`config.mk`:
```
export PLATFORM = sky130hd
export DESIGN_NAME = sc_collision_nv
export DESIGN_NICKNAME = d
export VERILOG_FILES = /design/src/rtl/sc_collision_nv_pkg.sv /design/src/rtl/sc_collision_nv_rowbus_sampler.sv /design/src/rtl/sc_collision_nv.sv
export SDC_FILE = /design/constraint.sdc
export NUM_CORES = 1
export LEC_CHECK = 0
export CORE_MARGIN = 2
export CORE_UTILIZATION = 40
export DETAILED_ROUTE_END_ITERATION = 10
export MAX_ROUTING_LAYER = met4
export PLACE_DENSITY = 0.73
export SLEW_MARGIN = 15
export SYNTH_ARGS = -nofsm -noshare
export SYNTH_HDL_FRONTEND = slang
export SYNTH_SLANG_ARGS = --single-unit
export TNS_END_PERCENT = 1
```
`constraint.sdc`:
```
create_clock -name SC_COLLISION_NV_CLOCK_50 -period 2.3 [get_ports SC_COLLISION_NV_CLOCK_50]
set_input_delay 0.46 -clock SC_COLLISION_NV_CLOCK_50 [delete_from_list [all_inputs] [get_ports SC_COLLISION_NV_CLOCK_50]]
set_output_delay 0.46 -clock SC_COLLISION_NV_CLOCK_50 [all_outputs]
set_load 0.1 [all_outputs]
```
`src/rtl/sc_collision_nv_pkg.sv`:
```
// -----------------------------------------------------------------------------
// sc_collision_nv_pkg
//
// Shared definitions for the collision / level controller and the vehicle-row
// level decoder:
//   - FSM state encoding of the collision controller
//   - default lives, hit-confirmation and holdoff lengths
//   - level code width and the highest level code
//   - a small helper for sizing "count to N-1" counters
// -----------------------------------------------------------------------------
package sc_collision_nv_pkg;

    // Controller states. PLAY is the reset state.
    typedef enum logic [2:0] {
        ST_PLAY    = 3'd0,
        ST_HIT     = 3'd1,
        ST_HOLDOFF = 3'd2,
        ST_LEVELUP = 3'd3,
        ST_OVER    = 3'd4
    } state_t;

    // Game defaults.
    localparam int LIVES_INIT_DEFAULT     = 3;
    localparam int HIT_CYCLES_DEFAULT     = 2;
    localparam int HOLDOFF_CYCLES_DEFAULT = 16;

    // Level code shared with the vehicle-row level decoder.
    localparam int DATAWIDTH_NIVEL_DEFAULT = 2;
    localparam int NIVEL_MAX               = 3;

    // Width of a counter that must hold the values 0 .. n-1 (at least 1 bit).
    function automatic int cnt_width(input int n);
        return (n < 2) ? 1 : $clog2(n);
    endfunction

endpackage

```
`src/rtl/sc_collision_nv_rowbus_sampler.sv`:
```
// -----------------------------------------------------------------------------
// sc_rowbus_sampler
//
// Brings the vehicle pattern (which moves on a divided-clock edge) into the
// system clock through two register stages, and decides whether the current
// cycle is a qualifying collision cycle for the frog's column.
//
// Ports:
//   clk          in   system clock
//   rst_n        in   asynchronous active-low reset
//   row_bus      in   vehicle pattern, 1 = vehicle in that column
//   frog_pos     in   frog column index
//   frog_on_row  in   frog occupies this row
//   qualify      out  stable pattern, frog on row, vehicle in frog's column
// -----------------------------------------------------------------------------
module sc_rowbus_sampler
    import sc_collision_nv_pkg::*;
#(
    parameter int DATAWIDTH_BUS = 8,
    parameter int DATAWIDTH_POS = 3
) (
    input  logic                     clk,
    input  logic                     rst_n,
    input  logic [DATAWIDTH_BUS-1:0] row_bus,
    input  logic [DATAWIDTH_POS-1:0] frog_pos,
    input  logic                     frog_on_row,
    output logic                     qualify
);

    logic [DATAWIDTH_BUS-1:0] s1_reg;
    logic [DATAWIDTH_BUS-1:0] s2_reg;
    logic [DATAWIDTH_BUS-1:0] col_match;
    logic                     stable;

    always_ff @(posedge clk or negedge rst_n) begin
        if (!rst_n) begin
            s1_reg <= '0;
            s2_reg <= '0;
        end else begin
            s1_reg <= row_bus;
            s2_reg <= s1_reg;
        end
    end

    // Two equal consecutive samples mean the pattern is not mid-shift.
    assign stable = (s1_reg == s2_reg);

    // One comparator per column: a column only matches when the frog index
    // equals that column number, so indices >= DATAWIDTH_BUS never match and
    // no out-of-range select is ever formed.
    generate
        for (genvar gi = 0; gi < DATAWIDTH_BUS; gi++) begin : g_col
            assign col_match[gi] = s2_reg[gi] && (frog_pos == DATAWIDTH_POS'(gi));
        end
    endgenerate

    assign qualify = stable && frog_on_row && (|col_match);

endmodule

```
`src/rtl/sc_collision_nv.sv`:
```
// -----------------------------------------------------------------------------
// sc_collision_nv
//
// Collision detector and level controller for one vehicle row. Samples the
// shifting vehicle pattern, confirms collisions with the frog, keeps the lives
// counter and drives the level code / change-level pulse back to the vehicle
// row registers.
//
// Ports:
//   SC_COLLISION_NV_CLOCK_50        in   system clock
//   SC_COLLISION_NV_RESET           in   asynchronous active-low reset
//   SC_COLLISION_NV_ROW_BUS_IN      in   vehicle pattern
//   SC_COLLISION_NV_FROG_POS_IN     in   frog column
//   SC_COLLISION_NV_FROG_ON_ROW_IN  in   frog occupies this row (level)
//   SC_COLLISION_NV_GOAL_IN         in   frog reached the far bank (pulse)
//   SC_COLLISION_NV_START_IN        in   restart game (pulse)
//   SC_COLLISION_NV_COLLISION_OUT   out  one pulse per confirmed hit
//   SC_COLLISION_NV_LIVES_OUT       out  remaining lives
//   SC_COLLISION_NV_NVL_OUT         out  level code to the vehicle rows
//   SC_COLLISION_NV_CN_OUT          out  change-level pulse to the vehicle rows
//   SC_COLLISION_NV_GAMEOVER_OUT    out  no lives left (level)
// All outputs come straight from registers.
// -----------------------------------------------------------------------------
module sc_collision_nv
    import sc_collision_nv_pkg::*;
#(
    parameter int DATAWIDTH_BUS     = 8,
    parameter int DATAWIDTH_POS     = 3,
    parameter int DATAWIDTH_NIVEL   = DATAWIDTH_NIVEL_DEFAULT,
    parameter int DATAWIDTH_LIVES   = 2,
    parameter int LIVES_INIT        = LIVES_INIT_DEFAULT,
    parameter int HIT_CYCLES        = HIT_CYCLES_DEFAULT,
    parameter int HOLDOFF_CYCLES    = HOLDOFF_CYCLES_DEFAULT,
    parameter int DATAWIDTH_HOLDOFF = 5
) (
    input  logic                       SC_COLLISION_NV_CLOCK_50,
    input  logic                       SC_COLLISION_NV_RESET,
    input  logic [DATAWIDTH_BUS-1:0]   SC_COLLISION_NV_ROW_BUS_IN,
    input  logic [DATAWIDTH_POS-1:0]   SC_COLLISION_NV_FROG_POS_IN,
    input  logic                       SC_COLLISION_NV_FROG_ON_ROW_IN,
    input  logic                       SC_COLLISION_NV_GOAL_IN,
    input  logic                       SC_COLLISION_NV_START_IN,
    output logic                       SC_COLLISION_NV_COLLISION_OUT,
    output logic [DATAWIDTH_LIVES-1:0] SC_COLLISION_NV_LIVES_OUT,
    output logic [DATAWIDTH_NIVEL-1:0] SC_COLLISION_NV_NVL_OUT,
    output logic                       SC_COLLISION_NV_CN_OUT,
    output logic                       SC_COLLISION_NV_GAMEOVER_OUT
);

    localparam int HIT_CNT_W = cnt_width(HIT_CYCLES);

    localparam logic [HIT_CNT_W-1:0]         HIT_LAST     = HIT_CNT_W'(HIT_CYCLES - 1);
    localparam logic [DATAWIDTH_HOLDOFF-1:0] HOLDOFF_LAST = DATAWIDTH_HOLDOFF'(HOLDOFF_CYCLES - 1);
    localparam logic [DATAWIDTH_NIVEL-1:0]   NVL_TOP      = DATAWIDTH_NIVEL'(NIVEL_MAX);
    localparam logic [DATAWIDTH_LIVES-1:0]   LIVES_LOAD   = DATAWIDTH_LIVES'(LIVES_INIT);

    logic clk;
    logic rst_n;
    assign clk   = SC_COLLISION_NV_CLOCK_50;
    assign rst_n = SC_COLLISION_NV_RESET;

    logic qualify;

    state_t                       state_reg;
    logic [HIT_CNT_W-1:0]         hit_cnt_reg;
    logic [DATAWIDTH_HOLDOFF-1:0] holdoff_cnt_reg;
    logic [DATAWIDTH_LIVES-1:0]   lives_reg;
    logic [DATAWIDTH_NIVEL-1:0]   nvl_reg;
    logic                         collision_reg;
    logic                         cn_reg;
    logic                         gameover_reg;

    // ------------------------------------------------------------------
    // Pattern sampling and column qualification
    // ------------------------------------------------------------------
    sc_rowbus_sampler #(
        .DATAWIDTH_BUS (DATAWIDTH_BUS),
        .DATAWIDTH_POS (DATAWIDTH_POS)
    ) u_sampler (
        .clk         (clk),
        .rst_n       (rst_n),
        .row_bus     (SC_COLLISION_NV_ROW_BUS_IN),
        .frog_pos    (SC_COLLISION_NV_FROG_POS_IN),
        .frog_on_row (SC_COLLISION_NV_FROG_ON_ROW_IN),
        .qualify     (qualify)
    );

    // ------------------------------------------------------------------
    // Controller FSM with registered outputs
    // ------------------------------------------------------------------
    always_ff @(posedge clk or negedge rst_n) begin
        if (!rst_n) begin
            state_reg       <= ST_PLAY;
            hit_cnt_reg     <= '0;
            holdoff_cnt_reg <= '0;
            lives_reg       <= LIVES_LOAD;
            nvl_reg         <= '0;
            collision_reg   <= 1'b0;
            cn_reg          <= 1'b0;
            gameover_reg    <= 1'b0;
        end else begin
            // Pulse outputs are high for one cycle only, unless set below.
            collision_reg <= 1'b0;
            cn_reg        <= 1'b0;

            if (SC_COLLISION_NV_START_IN) begin
                // Restart behaves like a level-up that reloads the game
                // instead of advancing the level.
                state_reg       <= ST_LEVELUP;
                hit_cnt_reg     <= '0;
                holdoff_cnt_reg <= '0;
                lives_reg       <= LIVES_LOAD;
                nvl_reg         <= '0;
                cn_reg          <= 1'b1;
                gameover_reg    <= 1'b0;
            end else begin
                case (state_reg)
                    ST_PLAY: begin
                        if (qualify && (hit_cnt_reg == HIT_LAST)) begin
                            // Confirmed hit wins over a simultaneous goal.
                            state_reg     <= ST_HIT;
                            hit_cnt_reg   <= '0;
                            lives_reg     <= lives_reg - DATAWIDTH_LIVES'(1);
                            collision_reg <= 1'b1;
                        end else if (SC_COLLISION_NV_GOAL_IN) begin
                            state_reg   <= ST_LEVELUP;
                            hit_cnt_reg <= '0;
                            cn_reg      <= 1'b1;
                            if (nvl_reg != NVL_TOP) begin
                                nvl_reg <= nvl_reg + DATAWIDTH_NIVEL'(1);
                            end
                        end else if (qualify) begin
                            hit_cnt_reg <= hit_cnt_reg + HIT_CNT_W'(1);
                        end else begin
                            hit_cnt_reg <= '0;
                        end
                    end

                    ST_HIT: begin
                        // Lives were already decremented on entry.
                        if (lives_reg == '0) begin
                            state_reg    <= ST_OVER;
                            gameover_reg <= 1'b1;
                        end else begin
                            state_reg       <= ST_HOLDOFF;
                            holdoff_cnt_reg <= '0;
                        end
                    end

                    ST_LEVELUP: begin
                        state_reg       <= ST_HOLDOFF;
                        holdoff_cnt_reg <= '0;
                    end

                    ST_HOLDOFF: begin
                        // Counter value k means k+1 holdoff edges have
                        // passed, so the last value returns to PLAY exactly
                        // HOLDOFF_CYCLES edges after entering.
                        if (holdoff_cnt_reg == HOLDOFF_LAST) begin
                            state_reg       <= ST_PLAY;
                            holdoff_cnt_reg <= '0;
                            hit_cnt_reg     <= '0;
                        end else begin
                            holdoff_cnt_reg <= holdoff_cnt_reg + DATAWIDTH_HOLDOFF'(1);
                        end
                    end

                    ST_OVER: begin
                        // Only a restart leaves this state.
                        gameover_reg <= 1'b1;
                    end

                    default: begin
                        state_reg       <= ST_PLAY;
                        hit_cnt_reg     <= '0;
                        holdoff_cnt_reg <= '0;
                    end
                endcase
            end
        end
    end

    assign SC_COLLISION_NV_COLLISION_OUT = collision_reg;
    assign SC_COLLISION_NV_LIVES_OUT     = lives_reg;
    assign SC_COLLISION_NV_NVL_OUT       = nvl_reg;
    assign SC_COLLISION_NV_CN_OUT        = cn_reg;
    assign SC_COLLISION_NV_GAMEOVER_OUT  = gameover_reg;

endmodule

```
# Yosys cells after proc, flatten, opt, wreduce, memory -nomap -nowiden
# Cells that the tools add are included.
dict set report word_totals {
  regBits 32
  input_bits 16
}
dict set report op_classes {
  reduce_logical 28
  n_mux 34
  n_eq_ne 22
  n_addsub 4
}
# cell n
set ops {}
lappend ops {{2-to-1 mux 2 bit} 8}
lappend ops {{== test 3 bit, second input constant} 5}
lappend ops {{2-to-1 mux 3 bit} 5}
lappend ops {{2-to-1 mux 5 bit} 3}
lappend ops {{case mux 3 bit (5 select lines)} 1}
lappend ops {{case mux 5 bit (3 select lines)} 1}
lappend ops {{2-to-1 mux 1 bit} 14}
lappend ops {{== test 3 x 2 -> 1 bit, second input constant} 4}
lappend ops {{logical AND 1 bit} 11}
lappend ops {{inequality test 3 bit, second input constant} 3}
lappend ops {{== test 8 bit} 1}
lappend ops {{AND reduction 2 bit} 4}
lappend ops {{nonzero test 2 bit} 4}
lappend ops {{OR reduction 8 bit} 1}
lappend ops {{== test 3 x 1 -> 1 bit, second input constant} 2}
lappend ops {{logical NOT 3 bit} 2}
lappend ops {{inequality test 2 bit, second input constant} 3}
lappend ops {{adder 5 x 1 -> 5 bit, second input constant} 1}
lappend ops {{== test 5 x 4 -> 1 bit, second input constant} 1}
lappend ops {{inequality test 2 x 1 -> 1 bit, second input constant} 2}
lappend ops {{inequality test 4 bit, second input constant} 1}
lappend ops {{AND reduction 4 bit} 1}
lappend ops {{case mux 1 bit (3 select lines)} 1}
lappend ops {{AND reduction 3 bit} 1}
lappend ops {{8 further kinds} 8}

# Longest topological paths before layout
dict set report depth {
  depth_word 9
  mapped_depth 8
  mapped_depth_nobuf 6
}

# By module
# A second synthesis with hierarchy kept.
dict set report hier_totals {
  hier_cells 114
  hier_area_um2 1420.1
}
# mod instances seq_area_each_um2 area_per_inst_um2 cells_each
set modules_own_cells {}
lappend modules_own_cells {sc_collision_nv 1 402.9 855.8 79}
lappend modules_own_cells {sc_rowbus_sampler 1 400.4 564.3 35}

# Least setup slack after synthesis
# OpenSTA, ideal clock, no wires.
dict set report synth_path {
  path_type {reg-to-reg}
  startpoint {register nvl_reg[0] (netlist: SC_COLLISION_NV_NVL_OUT[0])}
  endpoint {register nvl_reg[0] (netlist: SC_COLLISION_NV_NVL_OUT[0])}
  setup_slack_ns 0.404
  path_buffers 0
  path_stages_with_launch 4
  t_arrival_ns 1.770
  cell_sequence {dfrtp_1 -> ha_1 -> nor4_4 -> mux2_4}
}
dict set report synth_between {
  elab_chain_len 6
}
# item line_no
set synth_rtl {}
lappend synth_rtl {{start, declared} sc_collision_nv.sv:68} ;# logic [DATAWIDTH_NIVEL-1:0] nvl_reg;
lappend synth_rtl {{start signal, assigned} sc_collision_nv.sv:130} ;# nvl_reg <= nvl_reg + DATAWIDTH_NIVEL'(1);
lappend synth_rtl {{adder 2 x 1 -> 2 bit} sc_collision_nv.sv:130}
lappend synth_rtl {{2-to-1 mux 2 bit} sc_collision_nv.sv:129} ;# if (nvl_reg != NVL_TOP) begin
lappend synth_rtl {{2-to-1 mux 2 bit} sc_collision_nv.sv:125} ;# end else if (SC_COLLISION_NV_GOAL_IN) begin
lappend synth_rtl {{2-to-1 mux 2 bit} sc_collision_nv.sv:119} ;# if (qualify && (hit_cnt_reg == HIT_LAST)) begin
lappend synth_rtl {{2-to-1 mux 2 bit} sc_collision_nv.sv:117} ;# case (state_reg)
lappend synth_rtl {{2-to-1 mux 2 bit} sc_collision_nv.sv:106} ;# if (SC_COLLISION_NV_START_IN) begin
# Several ways; a longest one is shown, not always the timed one. The select of a mux whose other input is x is not followed.
# A chain may end at the register's enable or synchronous reset.

# Final worst setup path
dict set report layout_path {
  startpoint {input port SC_COLLISION_NV_FROG_POS_IN[0]}
  endpoint {register nvl_reg[0] (netlist: SC_COLLISION_NV_NVL_OUT[0])}
}
dict set report layout_between {
  elab_chain_len 7
}
# item line_no
set layout_rtl {}
lappend layout_rtl {{start, declared} sc_collision_nv.sv:39} ;# input logic [DATAWIDTH_POS-1:0] SC_COLLISION_NV_FROG_POS_IN,
lappend layout_rtl {{== test 3 x 1 -> 1 bit (tied with other cells)} sc_collision_nv_rowbus_sampler.sv:53} ;# assign col_match[gi] = s2_reg[gi] && (frog_pos == DATAWIDTH_POS'(gi));
lappend layout_rtl {{logical AND 1 bit} sc_collision_nv_rowbus_sampler.sv:53}
lappend layout_rtl {{OR reduction 8 bit (*)} sc_collision_nv_rowbus_sampler.sv:57} ;# assign qualify = stable && frog_on_row && (|col_match);
lappend layout_rtl {{logical AND 1 bit (*)} sc_collision_nv_rowbus_sampler.sv:57}
lappend layout_rtl {{logical AND 1 bit (*)} sc_collision_nv.sv:119}
lappend layout_rtl {{inequality test 2 bit (no line) (*)} -}
lappend layout_rtl {{AND reduction 4 bit (no line) (*)} -}
# Every way passes the cells marked *; elsewhere a longest branch is shown, timed or not.

==> summary.md <==
| Metric | Value |
|---|---|
| Run status | `finished, final reports clean` |
| Async set-or-reset flop fraction in the synthesized netlist | `100%` |
| Synth Instances | `120` |
| Number of antenna-violating nets in the routed design | `0` |
| H-tree lvl count | `2` |
| Master cell of the clock root buffer | `clkbuf_4` |
| Combined area of the multi-input logic cells | `553 um^2` |
| Delay of the slowest cell on the worst path | `0.61 ns` |
| Register area share after synthesis | `56.5%` |
| CTS Hold Buffers Added | `0` |
| Worst IR drop on VDD | `0.319 mV` |
| Leak | `0.794 nW` |
| Number of placement rows | `21` |
| Distinct cell type count after synthesis | `37` |
| Count of endpoints failing hold in the final timing report | `0` |
| CP Launch Point | `SC_COLLISION_NV_FROG_POS_IN[0]` |
| Filler instances | `315` |
| Antenna diode instance count | `0` |
| Fraction of layout cells with a size suffix above 1 | `19.9%` |
| Average detailed-routed wire length per instance | `12.8 um` |
| Setup TNS after final layout | `0 ns` |
| Setup crit end | `SC_COLLISION_NV_NVL_OUT[0]$_DFFE_PN0P_` |
| Netlist area before placement | `1420 um^2` |
| RSZ-0062 raised after global routing | `false` |
| Sequential group share of total power | `55.0%` |
| Sequential Area | `803 um^2` |
| Clock power frac | `28.9%` |
| Average vias per placed instance | `5.07` |
| Period utilization | `91.9%` |
| Placer Congestion | `0.834` |
| Count of port buffers added during placement | `22` |
| Detail Placement HPWL | `1.93 mm` |
| Post-CTS Setup Bufs | `0` |
| Setup skew after layout | `0.00667 ns` |
| Starting DRC count in detailed routing | `21` |
| Synth-to-Final Area Change | `22.4%` |
| Power per Cell Area | `648 nW/um^2` |
| Global route total overflow | `0` |
| Number of pins with negative max-slew slack in the final report | `0` |
| Max clock buf depth | `2` |
| Net total in the final layout | `169` |
| Total net switching power | `0.000335 W` |
| Path type of the worst setup path | `input port to register` |
| Slack of the worst reg-to-reg path | `0.30 ns` |
| Critical Path Fanout Max | `6` |
| Crit path cell chain | `clkdlybuf4s50_1, mux2i_1, nand3b_1, o311a_1, and4_1, nor4_4, mux2_4` |
| Kind of start point of the critical path | `input port` |
| CP max-delay cell | `clkdlybuf4s50_1` |
| Worst slack on hold paths | `0.406 ns` |
| Overall via count from detail_route | `998` |
| Total routing resource utilization after global routing | `15.0%` |
| Critical path arrival | `2.35 ns` |
| #FFs+latches synth | `32` |
| Die outline height | `63.6 um` |
| Slew margin rel. | `58.5%` |
| Length in cells of the worst reg-to-reg path | `7` |
| Worst slack after detailed placement | `-0.174 ns` |
| Worst setup slack after layout | `0.186 ns` |
| DIE AREA | `4050 um^2` |
| Required time at the endpoint of the critical path | `2.53 ns` |
| Path category of the worst min-delay check | `register to register` |
| Floorplan core area | `3360 um^2` |
| Final core utilization | `51.7%` |
| Yosys warning count | `0` |
| Number of enable flip-flop cells after synthesis | `0` |
| Ports | `23` |
| Endpoints failing setup | `0` |
| Clock insertion delay at the later pin of the skew report | `0.34 ns` |
| Logic pwr share | `16.1%` |
| Clock Sinks | `32` |
| Synth Area per Inst | `11.8 um^2` |
| Minimum period implied by the final worst setup slack | `2.11 ns` |
| Number of global-route vias before repair | `1,022` |
| Maximum number of pins on one net before global-route repair | `33` |
| Global-route wire length before repair | `4.42 mm` |
| Launch instance of the worst register-to-register path | `u_sampler.s2_reg[3]$_DFF_PN0_` |
| F_max | `473 MHz` |
| Clock-pin slew on the worst setup and hold paths | `0.11 ns` |
| TritonCTS clock tree | `built` |
| Routed wire length | `2.52 mm` |
| Endpoint of the lowest-slack register-to-register path | `SC_COLLISION_NV_LIVES_OUT[1]$_DFFE_PN1P_` |
| Initial core utilization | `42.3%` |
| Actual transition at the worst max-transition pin | `0.617 ns` |
| Chip width | `63.6 um` |
| Nets in the synthesized netlist | `139` |
| Number of antenna violations at the first check in global routing | `0` |
| Total clock buffers created by CTS | `5` |
| Number of iterations in the first detailed-routing pass | `4` |
| Ys flop type | `dfrtp_1` |
| Max-cap viol count | `0` |
| Fraction of power spent switching nets | `29.7%` |
| Post-cts gate resize count | `0` |
| Endpoint class of the critical path | `register` |
| P_int | `0.000792 W` |
| DRC violations left | `0` |
==> Yosys cell counts, types with 2 or more instances <==
library cell  number  area, um^2
dfrtp_1           30         751
o21ai_0            7        35.0
a21oi_1            6        30.0
inv_1              6        22.5
nand2_1            6        22.5
nor2b_1            6        37.5
mux2i_1            4        40.0
nand3_1            4        20.0
nor2_1             4        15.0
o21ai_1            4        20.0
xnor2_1            4        35.0
and3_2             3        22.5
buf_6              3        33.8
ha_1               3        37.5
xor2_1             3        26.3
dfstp_2            2        52.6
nand4_1            2        12.5
nor3_1             2        10.0
nor4_2             2        25.0
o31ai_1            2        15.0
==> how the worst min path moves through the flow <==
| stage | start | endpoint | depth (start not counted) |
|---|---|---|---|
| final | u_sampler.s1_reg[3]$_DFF_PN0_ | u_sampler.s2_reg[3]$_DFF_PN0_ | 0 |
| after global routing | u_sampler.s1_reg[4]$_DFF_PN0_ | u_sampler.s2_reg[4]$_DFF_PN0_ | 0 |
| after CTS | u_sampler.s1_reg[6]$_DFF_PN0_ | u_sampler.s2_reg[6]$_DFF_PN0_ | 0 |
| after detailed placement | u_sampler.s1_reg[3]$_DFF_PN0_ | u_sampler.s2_reg[3]$_DFF_PN0_ | 0 |
| after global placement | u_sampler.s1_reg[7]$_DFF_PN0_ | u_sampler.s2_reg[7]$_DFF_PN0_ | 0 |
| after floorplan | SC_COLLISION_NV_RESET | SC_COLLISION_NV_CN_OUT$_DFF_PN0_ | 0 |
==> routing by layer <==
| layer | track usage, % | part of all wire (%) | vias to the layer above |
|---|---|---|---|
| met4 | 7.34 | 2.1 | 0 |
| met1 | 16.5 | 44 | 486 |
| met3 | 6.25 | 5.7 | 6 |
| li1 | - | - | 488 |
| met5 | - | 0 | - |
| met2 | 23.4 | 48 | 18 |
==> kinds of logic (layout without fill, tap and decap cells) <==
kind of cell / Yosys count / after routing / synth area share [%]
AOI/OAI and AO/OA: 29 / 29 / 12.9
muxes: 5 / 5 / 3.87
and+or+nand+nor: 34 / 34 / 15.1
xor gates and xnor gates: 7 / 7 / 4.31
adders and majority gates: 3 / 3 / 2.64
buffers and inverters: 10 / 41 / 4.58
DFF: 32 / 32 / 56.5
==> cell usage in the layout, fill, tap and decap left out, drive strengths merged, types with 2 or more instances in the layout <==
master         instances
a21oi                  6
and3                   3
buf                   11
clkbuf                 5
clkdlybuf4s50         15
clkinvlp               2
dfrtp                 30
dfstp                  2
ha                     3
inv                    7
mux2i                  4
nand2                  7
nand3                  4
nand4                  2
nor2                   4
nor2b                  6
nor3                   2
nor4                   3
o21ai                 11
o31ai                  2
xnor2                  4
xor2                   3
==> power by group through the flow <==
| stage | combinational [W] | sequential (W) | clock [W] |
|---|---|---|---|
| final | 0.000182 | 0.000620 | 0.000326 |
| after global routing | 0.000201 | 0.000626 | 0.000367 |
| after CTS | 0.000184 | 0.000620 | 0.000338 |
| after detailed placement | 0.000183 | 0.000631 | 0 |
| after global placement | 0.000176 | 0.000629 | 0 |
| after floorplan | 0.0000912 | 0.000651 | 0 |
==> critical path, delay by kind of cell <==
family,cells,cell delay [ns]
AOI/OAI and AO/OA,1,0.13
buffers and inverters,1,0.61
muxes,2,0.57
and+or+nand+nor,3,0.58
==> final cells by class <==
| type | instances | share of cell area, % |
|---|---|---|
| clock buffers | 5 | 2.16 |
| multi-input cells | 78 | 31.8 |
| inverters | 7 | 1.80 |
| flip-flops and latches | 32 | 46.2 |
| clock inverters | 3 | 1.37 |
| repair buffers | 26 | 13.4 |
| well taps | 46 | 3.31 |
==> metrics by stage <==
stage | cells | area [um^2] | power [W]
after CTS | 197 | 1740 | 0.00114
after detailed placement | 189 | 1680 | 0.000814
after global routing | 197 | 1740 | 0.00119
final | 197 | 1740 | 0.00113
after floorplan | 120 | 1420 | 0.000742
after global placement | 189 | 1680 | 0.000804
(Power assumes the default switching activity.)
==> edit 1: new RTL, config.mk and constraints unchanged <==
`DATAWIDTH_POS` is set to 3 in 2 places; all go to 6.
--- a/src/rtl/sc_collision_nv_rowbus_sampler.sv
+++ b/src/rtl/sc_collision_nv_rowbus_sampler.sv
@@ -17,7 +17,7 @@
     import sc_collision_nv_pkg::*;
 #(
     parameter int DATAWIDTH_BUS = 8,
-    parameter int DATAWIDTH_POS = 3
+    parameter int DATAWIDTH_POS = 6
 ) (
     input  logic                     clk,
     input  logic                     rst_n,
--- a/src/rtl/sc_collision_nv.sv
+++ b/src/rtl/sc_collision_nv.sv
@@ -25,7 +25,7 @@
     import sc_collision_nv_pkg::*;
 #(
     parameter int DATAWIDTH_BUS     = 8,
-    parameter int DATAWIDTH_POS     = 3,
+    parameter int DATAWIDTH_POS     = 6,
     parameter int DATAWIDTH_NIVEL   = DATAWIDTH_NIVEL_DEFAULT,
     parameter int DATAWIDTH_LIVES   = 2,
     parameter int LIVES_INIT        = LIVES_INIT_DEFAULT,
Ports: changed (resized SC_COLLISION_NV_FROG_POS_IN); port bits go from 23 to 26. No check against the original RTL was run, so the function may have changed too.
==> edit 1 against the unedited design <==
Design area rose by 2.1%. Register-to-register slack improved by 0.15 ns. Final cell count rose by 1.5%. Total power fell by 6.3%. Routed wire length fell by 0.91%. Worst setup slack got worse by 0.020 ns. Sequential power fell by 3%. Combinational power fell by 34%. Synthesized area fell by 2.0%. Utilization rose by 1.5 points. Sequential cell count did not move. Maximum frequency fell by 0.96%. Critical path type unchanged. Largest cell class unchanged. Largest power group unchanged.
==> edit 1: results (changes against the unedited design) <==
Outcome
  • Status: finished, final reports clean

Place
  • Port bufs: 25 (+14%)
  • Dpl cells: 192 (+1.6%)
  • Final HPWL DP: 1920 um (-0.60%)
  • GP Congestion: 0.755 (-9.6%)
  • Pre-CTS setup slack: -0.210 ns (-0.0366 ns)

Min path
  • Hold Startpoint: u_sampler.s1_reg[0]$_DFF_PN0_
  • Worst min path class: reg -> reg

Route
  • Final wirelength: 2500 um (-0.91%)
  • DRT iter0 DRCs: 41 (+95%)
  • Average vias per placed instance: 5.06 (-0.22%)
  • WL per Instance: 12.5 um (-2.4%)

Timing
  • Final Skew: 0.00950 ns (+0.00283 ns)
  • Worst relative slew slack: 66.4% (+7.8 points)

Clock network
  • Post-CTS Setup Bufs: 0 (unchanged)
  • Clock root cell: clkbuf_4
  • Total CTS buffers: 5 (unchanged)
  • Clock Latency Late Sink: 0.34 ns (about the same)
  • Resized Gates After CTS: 0 (unchanged)
  • Clock Path Buffers: 2 (unchanged)

Yosys
  • Synth area leaders: dfrtp_1 (54%), xnor2_1 (5.0%), o21ai_0 (4.7%), dfstp_2 (3.8%), ha_1 (2.7%)
  • Synth cell types: 29 (-22%)
  • Syn Nets: 140 (+0.72%)
  • Register area share after synthesis: 57.7% (+1.2 points)
  • Commonest cells in the synthesized netlist: dfrtp_1 (30), o21ai_0 (13), nand2_1 (9), xnor2_1 (8), nor2_1 (6)
  • Synth Area per Inst: 11.8 sq um (-0.36%)

Worst setup path
  • Crit Path Max Fanout: 3 (-3)
  • Critical path origin: SC_COLLISION_NV_FROG_POS_IN[0]
  • Slowest-stage cell, CP: mux4_1
  • CP Data Arrival Time: 2.37 ns (+0.02 ns)
  • Worst path top cell family by delay: multiplexers
  • Crit path largest cell delay: 0.57 ns (-0.04 ns)

Global routing
  • Vias in the first global route: 1,079 (+5.6%)
  • First-pass GRT wire length: 4480 um (+1.3%)
  • Maximum number of pins on one net before global-route repair: 33 (unchanged)
  • GRT Resource Usage Total: 15.3% (+0.34 points)

Pwr
  • Leak: 0.788 nW (-0.71%)
  • Max VDD drop: 0.301 mV (-5.7%)
  • Sw power: 0.258 mW (-23%)

Final layout
  • Fill cells: 313 (-0.63%)
  • Layout Nets: 175 (+3.6%)
  • Layout cells sized above 1: 18.2% (-1.7 points)
  • Number of diodes: 0 (unchanged)
edit 1: per-layer routing:
layer  share of wire [%]  vias to the layer above  GRT usage [%]
met2                  52                       25           25.1
met5                   0                        -              -
met1                  41                      491           16.3
li1                    -                      489              -
met3                 4.9                        6           5.05
met4                 2.2                        0           8.33
edit 1: worst paths after layout:
kind                                                                 end  slack (ns)  cells after the start
max in group asynchronous       SC_COLLISION_NV_LIVES_OUT[0]$_DFFE_PN1P_        1.49                      2
worst min-delay path                       u_sampler.s2_reg[0]$_DFF_PN0_        0.40                      0
worst min register to register             u_sampler.s2_reg[0]$_DFF_PN0_        0.40                      0
worst max-delay path              SC_COLLISION_NV_NVL_OUT[0]$_DFFE_PN0P_        0.17                      6
min in group asynchronous                 holdoff_cnt_reg[2]$_DFFE_PN0P_        0.49                      2
worst max register to register    SC_COLLISION_NV_NVL_OUT[0]$_DFFE_PN0P_        0.45                      5
edit 1: stage by stage:
stage / hold slack [ns] / power, mW / TNS [ns] / instance area, sq um
6_report: 0.397 / 1.06 / 0 / 1780
3_3_place_gp: 0.377 / 0.731 / -0.843 / 1720
2_1_floorplan: 0.164 / 0.671 / 0 / 1390
3_5_place_dp: 0.389 / 0.736 / -1.04 / 1720
5_1_grt: 0.418 / 1.11 / 0 / 1780
4_1_cts: 0.406 / 1.07 / 0 / 1780
edit 1: final cells by class:
cell class	instances	area share, %
clock buffer	8	3.31
inverter	5	1.06
multi-input combinational	77	31.1
sequential	32	45.2
tap	46	3.24
timing repair buffer	32	16.1
edit 1: kinds of logic after synthesis:
family	after synthesis	synth area share, %
compound gates	21	8.81
buf+inv	9	2.69
mux	7	7.73
fa+ha+maj	3	2.70
simple gates	38	15.4
flops	32	57.7
xor+xnor	8	5.03
edit 1: power by group through the flow:
| stage | Clock [mW] | Combinational [mW] | Sequential, mW |
|---|---|---|---|
| 4_1_cts | 0.347 | 0.123 | 0.602 |
| 2_1_floorplan | 0 | 0.0539 | 0.617 |
| 6_report | 0.334 | 0.121 | 0.602 |
| 3_5_place_dp | 0 | 0.123 | 0.613 |
| 5_1_grt | 0.373 | 0.134 | 0.605 |
| 3_3_place_gp | 0 | 0.120 | 0.611 |
==> edit 2: new RTL, same settings <==
Without the edit above. Take the reset off `s2_reg` and load it in a clocked block of its own.
--- a/src/rtl/sc_collision_nv_rowbus_sampler.sv
+++ b/src/rtl/sc_collision_nv_rowbus_sampler.sv
@@ -35,11 +35,13 @@
     always_ff @(posedge clk or negedge rst_n) begin
         if (!rst_n) begin
             s1_reg <= '0;
-            s2_reg <= '0;
         end else begin
             s1_reg <= row_bus;
-            s2_reg <= s1_reg;
         end
+    end
+
+    always_ff @(posedge clk) begin
+        s2_reg <= s1_reg;
     end
 
     // Two equal consecutive samples mean the pattern is not mid-shift.
Function: no difference found for any inputs over 10 cycles, from zero or initial values and one cycle with SC_COLLISION_NV_RESET low; that may be too few to reach the edited logic, so the function may still have changed.
==> edit 2 against the unedited design <==
Critical endpoint unchanged. Highest routed layer unchanged. Worst hold slack got worse by 0.0083 ns. Sequential cell count did not move. Design area fell by 1.4%. Sequential share of layout area fell by 1.7 points. Largest power group unchanged. Synthesized cell count did not move. Total power rose by 8.1%. Worst setup slack got worse by 0.054 ns. Routed wire length rose by 2.2%. Synthesized area fell by 2.8%.
==> edit 2: results (changes against the unedited design) <==
Worst setup path
  • RR Startpoint: u_sampler.s1_reg[3]$_DFF_PN0_
  • Reg2reg path depth: 6 (-1)
  • CP Data Arrival Time: 2.41 ns (+0.06 ns)
  • Worst R2R End: SC_COLLISION_NV_NVL_OUT[0]$_DFFE_PN0P_
  • Crit Path Max Fanout: 8 (+2)
  • R2r setup slk: 0.37 ns (+0.07 ns)

Place
  • Final HPWL DP: 1890 um (-2.2%)

Min path
  • Sink of the worst hold path: u_sampler.s2_reg[5]$_DFF_P_
  • Hold Startpoint: u_sampler.s1_reg[5]$_DFF_PN0_

Pwr
  • Max VDD drop: 0.287 mV (-10%)
  • Leak: 0.783 nW (-1.4%)

Route
  • WL met3: 95 um (-34%)
  • Routed wl met2: 1310 um (+8.1%)
  • Final wirelength: 2580 um (+2.2%)
  • Vias: 993 (-0.50%)
  • M1 WL: 1110 um (-0.36%)

Timing
  • Final Skew: 0.00824 ns (+0.00157 ns)

Final layout
  • Data buffer area share: 13.6% (+0.20 points)
  • Fill cells: 307 (-2.5%)
  • Layout cells sized above 1: 19.2% (-0.66 points)
  • Clock-cell share: 4.45% (+0.93 points)

Outcome
  • Status: finished, final reports clean

Yosys
  • Synth cell types: 38 (+2.7%)
  • Register area share after synthesis: 55.3% (-1.3 points)

Global routing
  • First-pass GRT wire length: 4640 um (+4.8%)
  • Vias in the first global route: 1,049 (+2.6%)
  • Maximum number of pins on one net before global-route repair: 25 (-24%)
  • GRT Resource Usage Total: 16.0% (+1.0 points)
  • GR Util met3: 5.59% (-0.66 points)
edit 2: how the worst max path moves through the flow:
stage	from	end	slack (ns)	depth (start not counted)
2_1_floorplan	SC_COLLISION_NV_NVL_OUT[0]$_DFFE_PN0P_	SC_COLLISION_NV_NVL_OUT[0]$_DFFE_PN0P_	0.40	3
3_5_place_dp	SC_COLLISION_NV_FROG_POS_IN[0]	SC_COLLISION_NV_NVL_OUT[0]$_DFFE_PN0P_	-0.23	7
4_1_cts	SC_COLLISION_NV_FROG_POS_IN[0]	SC_COLLISION_NV_NVL_OUT[0]$_DFFE_PN0P_	0.14	7
6_report	SC_COLLISION_NV_FROG_POS_IN[0]	SC_COLLISION_NV_NVL_OUT[0]$_DFFE_PN0P_	0.13	7
3_3_place_gp	SC_COLLISION_NV_FROG_POS_IN[0]	SC_COLLISION_NV_NVL_OUT[0]$_DFFE_PN0P_	-0.11	7
5_1_grt	SC_COLLISION_NV_FROG_POS_IN[0]	SC_COLLISION_NV_NVL_OUT[1]$_DFFE_PN0P_	0.03	8
edit 2: through the flow:
step	power (mW)	instance area, sq um
floorplan	0.741	1380
global placement	0.800	1640
detailed placement	0.809	1640
CTS	1.23	1710
global route	1.28	1710
finish	1.22	1710
edit 2: report_power, final:
| part | switching [mW] | total (mW) | leakage (nW) | internal [mW] |
|---|---|---|---|---|
| Sequential | 0.0295 | 0.620 | 0.368 | 0.590 |
| Clock | 0.194 | 0.421 | 0.0422 | 0.228 |
| Combinational | 0.0979 | 0.178 | 0.373 | 0.0803 |
edit 2: kinds of logic after synthesis:
| family | share of synthesized area (%) |
|---|---|
| AOI/OAI and AO/OA | 13.3 |
| DFF | 55.3 |
| buffers and inverters | 4.71 |
| adders and majority gates | 2.72 |
| xor gates and xnor gates | 4.44 |
| muxes | 3.99 |
| and+or+nand+nor | 15.6 |
